**src/rtl/pipe_stage_buf.sv**
```systemverilog
// Skid/elastic buffer between two pipeline stages (e.g. IF -> ID).
// Circular FIFO of DEPTH {pc, inst} entries. A redirect (flush) empties it;
// if the producer stage is stalled when the flush arrives, the flush is held
// in flush_pend and applied on the first cycle the producer is released.
module pipe_stage_buf #(
   parameter int PC_W   = 32,
   parameter int INST_W = 32,
   parameter int DEPTH  = 2,
   parameter int STAGE  = 1
) (
   input  logic                         CLK,
   input  logic                         RST,
   input  logic [5:0]                   stall,
   input  logic                         flush,
   input  logic                         if_valid,
   input  logic [PC_W-1:0]              if_pc,
   input  logic [INST_W-1:0]            if_inst,
   output logic                         if_ready,
   output logic                         id_valid,
   output logic [PC_W-1:0]              id_pc,
   output logic [INST_W-1:0]            id_inst,
   output logic [$clog2(DEPTH+1)-1:0]   count
);

   localparam int CW = $clog2(DEPTH + 1);
   localparam int PW = (DEPTH > 1) ? $clog2(DEPTH) : 1;
   localparam logic [CW-1:0] DEPTH_C = CW'(DEPTH);
   localparam logic [PW-1:0] LAST_C  = PW'(DEPTH - 1);

   logic [PC_W-1:0]   mem_pc   [DEPTH];
   logic [INST_W-1:0] mem_inst [DEPTH];
   logic [PW-1:0]     wr_ptr;
   logic [PW-1:0]     rd_ptr;
   logic              flush_pend;

   logic stall_up;
   logic stall_dn;
   logic push;
   logic pop;
   logic clear;

   // Pointers wrap at DEPTH, which need not be a power of two.
   function automatic logic [PW-1:0] ptr_next(input logic [PW-1:0] p);
      return (p == LAST_C) ? '0 : p + 1'b1;
   endfunction

   // Handshake decode. Only the producer and consumer stall bits matter.
   always_comb begin
      stall_up = stall[STAGE];
      stall_dn = stall[STAGE+1];
      if_ready = (count < DEPTH_C) && !stall_up && !flush && !flush_pend;
      push     = if_valid && if_ready;
      pop      = (count != '0) && !stall_dn && !flush && !flush_pend;
      // A flush (new or pending) takes effect only when the producer moves.
      clear    = !stall_up && (flush || flush_pend);
   end

   // Head presentation; payload is forced to zero whenever nothing is issued.
   always_comb begin
      id_valid = (count != '0) && !flush_pend;
      id_pc    = id_valid ? mem_pc[rd_ptr]   : '0;
      id_inst  = id_valid ? mem_inst[rd_ptr] : '0;
   end

   // Occupancy, pointers and the deferred-flush flag.
   always_ff @(posedge CLK or posedge RST) begin
      if (RST) begin
         count      <= '0;
         wr_ptr     <= '0;
         rd_ptr     <= '0;
         flush_pend <= 1'b0;
      end else if (clear) begin
         count      <= '0;
         wr_ptr     <= '0;
         rd_ptr     <= '0;
         flush_pend <= 1'b0;
      end else begin
         // Reaching here with flush set means the producer is stalled.
         if (flush) flush_pend <= 1'b1;
         if (push)  wr_ptr <= ptr_next(wr_ptr);
         if (pop)   rd_ptr <= ptr_next(rd_ptr);
         case ({push, pop})
            2'b10:   count <= count + 1'b1;
            2'b01:   count <= count - 1'b1;
            default: count <= count;
         endcase
      end
   end

   // Entry storage; contents are masked by count so they need no reset.
   always_ff @(posedge CLK) begin
      if (push) begin
         mem_pc[wr_ptr]   <= if_pc;
         mem_inst[wr_ptr] <= if_inst;
      end
   end

endmodule

```
**config.mk**
```make
export PLATFORM = sky130hd
export DESIGN_NAME = pipe_stage_buf
export DESIGN_NICKNAME = d
export VERILOG_FILES = /design/src/rtl/pipe_stage_buf.sv
export SDC_FILE = /design/constraint.sdc
export NUM_CORES = 1
export LEC_CHECK = 0
export ABC_CLOCK_PERIOD_IN_PS = 4400
export CORE_MARGIN = 2
export CORE_UTILIZATION = 30
export CTS_BUF_LIST = sky130_fd_sc_hd__clkbuf_4
export CTS_CLUSTER_DIAMETER = 30
export DETAILED_ROUTE_END_ITERATION = 10
export PLACE_DENSITY = 0.53
export SKIP_LAST_GASP = 1
export SLEW_MARGIN = 20
export SYNTH_ARGS = -nofsm -noshare
export SYNTH_HDL_FRONTEND = slang
export SYNTH_SLANG_ARGS = --single-unit
```
**constraint.sdc**
```tcl
create_clock -name CLK -period 4.4 [get_ports CLK]
set_input_delay 1.32 -clock CLK [delete_from_list [all_inputs] [get_ports CLK]]
set_output_delay 1.32 -clock CLK [all_outputs]
set_load 0.05 [all_outputs]
```
==> run metrics <==
run status finished clean; CTS root buffer clkbuf_4; hold path endpoint wr_ptr; sequential share of power 0.558; Placer Congestion 0.684; routed wire length 10300 µm; Yosys reg bits 133; final setup fails 0; area grow syn2layout 36.2%; buffers from clock root to sink, at most 2; yosys warns 0; TritonCTS Buffers 17; First DRT Iteration DRCs 132; fin crit period 3.96 ns; Horiz. Die Dim 136 µm; Fmax 0.252 GHz; PortBufs 137; area share of the largest cell type after synthesis 0.740; CP Cell Sequence buf_4 -> mux2i_1 -> nor2_1 -> clkdlybuf4s50_1; Critical Path Start Type flop; P_leak 2.26 nW; max cap viols 0; Int Pwr 0.00193 W; post-synth top area cell edfxtp_1; Netlist cell types 29; Detailed Routing Iterations Pass 1 4; largest cells by area after synthesis edfxtp_1, mux2i_1, nor2_1; crit path max-delay cell type clkdlybuf4s50_1; Seq/Total Area, Yosys 0.764; starting density of the core 0.304; hold path depth 1; worst slew pin tran 0.559 ns; Critical Path RT 3.08 ns; global route total overflow 0; num rows 48; Async SR Flop Fraction 0.0376; HP Class reg -> reg; Setup TNS Final 0 ns; Max Slew Vio Count 0; Synth Flop Type edfxtp_1; antenna viol nets, final 0; worst r2r src count[1]; Worst Hold Launch wr_ptr; flop2flop setup slack 2.45 ns; core box area 0.0171 mm²; cell with the most instances after synthesis edfxtp_1; # diodes 0; vias in the first global route 3033; H-tree Lvls 4; final hold viol count 0; crit-path max cell delay 0.82 ns; Vias/cell 4.29; IO Count 142; post-DP HPWL 6300 µm; GRT Total Usage 0.117; CTS tree done; Net Sw Frac 0.247; Max VDD drop 0.168 mV; pwr/cell area 362 mW/mm²; Post-Synthesis Cells 307; Die Span Y 136 µm; initial antenna violation count 0; Mapped Area 0.00519 mm²; Syn Nets 381; Comb power frac 0.139; Die ar. 0.0184 mm²; clk_lat worst skew 0.52 ns; sw power 0.000634 W; hold-fix buffers at CTS 0; buffers plus inverters on the worst setup path 2; syn avg cell area 16.9 µm²; DRC errors left 0; post-CTS sizing 0; global-route wire length before repair 15900 µm; CTS clk-pin slew, worst paths 0.11 ns; Final Cycle Share 0.901; r2r endpoint mem_pc[1][22]; Commonest cells post-synth edfxtp_1, nor2_1, mux2i_1, buf_4; fraction of layout cells with a size suffix above 1 0.0927; drt wl/cell 14.9 µm; Sink Count 133; worst-path maximum fanout 20; CP endpoint kind output port; worst clock skew 0.0139 ns; Critical Path AT 2.64 ns; via total after detailed routing 2959; Slew HR 0.628; Power Total 0.00257 W; Crit path max-delay family buffers and inverters; Clk pwr share 0.303; R2R depth 3; critical path class reg -> out; Post-CTS Setup Bufs 0; RSZ-0062 raised after global routing no; Final nets 525; Post-synth EDFFs 128; largest net degree at the start of global routing 64
-- sequential cells by signal, indices dropped and copies added (netlist names) --
register	count
wr_ptr	1
mem_inst	64
count	2
mem_pc	64
rd_ptr	1
flush_pend	1
-- cells by family (layout without fill, tap and decap cells) --
kind of cell | after synthesis | after routing | share of synthesized area
AO/OA/AOI/OAI | 10 | 10 | 0.0130
XOR/XNOR | 2 | 2 | 0.00337
buffers and inverters | 20 | 177 | 0.0323
flip-flops | 133 | 133 | 0.764
multiplexers | 65 | 65 | 0.125
AND/OR/NAND/NOR | 77 | 77 | 0.0621
-- cells in the final DEF, fill, tap and decap left out, types with 2 or more instances in the layout --
| cell type | count |
|---|---|
| a21oi_1 | 2 |
| buf_12 | 4 |
| buf_4 | 3 |
| bufinv_16 | 2 |
| clkbuf_4 | 22 |
| clkdlybuf4s50_1 | 136 |
| clkinv_1 | 2 |
| clkinv_2 | 3 |
| clkinv_4 | 2 |
| dfrtp_1 | 4 |
| edfxtp_1 | 128 |
| inv_1 | 2 |
| mux2i_1 | 65 |
| nand2_1 | 2 |
| nor2_1 | 65 |
| o21ai_0 | 2 |
-- per-stage QoR --
step / util / worst slack [ns] / area [µm²] / hold WS, ns / std cells
floorplan: - / 0.379 / 5200 / 0.483 / 307
global placement: 0.398 / 0.545 / 6800 / 0.545 / 657
detailed placement: 0.398 / 0.538 / 6800 / 0.558 / 657
CTS: 0.413 / 0.310 / 7080 / 0.575 / 689
global route: 0.413 / 0.249 / 7080 / 0.602 / 689
finish: 0.413 / 0.436 / 7080 / 0.567 / 689
-- layer usage --
layer	wire [µm]	track usage	vias up
met2	5180	0.199	100
met1	4280	0.132	1420
met5	0	0	-
li1	-	-	1429
met4	134	0.0434	0
met3	661	0.0479	10
-- worst register-to-register path, stage by stage, from the launching register on --
cell	delay [ns]
dfrtp_1	0.50
nor3b_2	0.31
and3_4	0.49
buf_12	0.31
-- worst max path at each step --
stage | slack (ns) | endpoint | depth (start not counted) | start
final | 0.44 | id_inst[11] | 4 | rd_ptr
after global routing | 0.25 | id_inst[29] | 4 | rd_ptr
after CTS | 0.31 | id_inst[11] | 4 | rd_ptr
after detailed placement | 0.54 | if_ready | 4 | flush
after global placement | 0.54 | if_ready | 4 | flush
after floorplan | 0.38 | if_ready | 3 | flush
-- power groups by stage --
| stage | clock, W | sequential, W | combinational [W] |
|---|---|---|---|
| floorplan | 0 | 0.00145 | 0.000224 |
| global placement | 0 | 0.00146 | 0.000359 |
| detailed placement | 0 | 0.00146 | 0.000362 |
| CTS | 0.000819 | 0.00143 | 0.000363 |
| global route | 0.000866 | 0.00143 | 0.000379 |
| finish | 0.000778 | 0.00143 | 0.000357 |
-- final cells by class --
class	instances	area (µm²)
Clock inverter	10	108
Sequential cell	133	3970
Multi-Input combinational cell	154	1080
Fill cell	1581	10000
Tap cell	225	282
Clock buffer	22	165
Timing Repair Buffer	143	1460
Inverter	2	7.51
(Power assumes the default switching activity.)
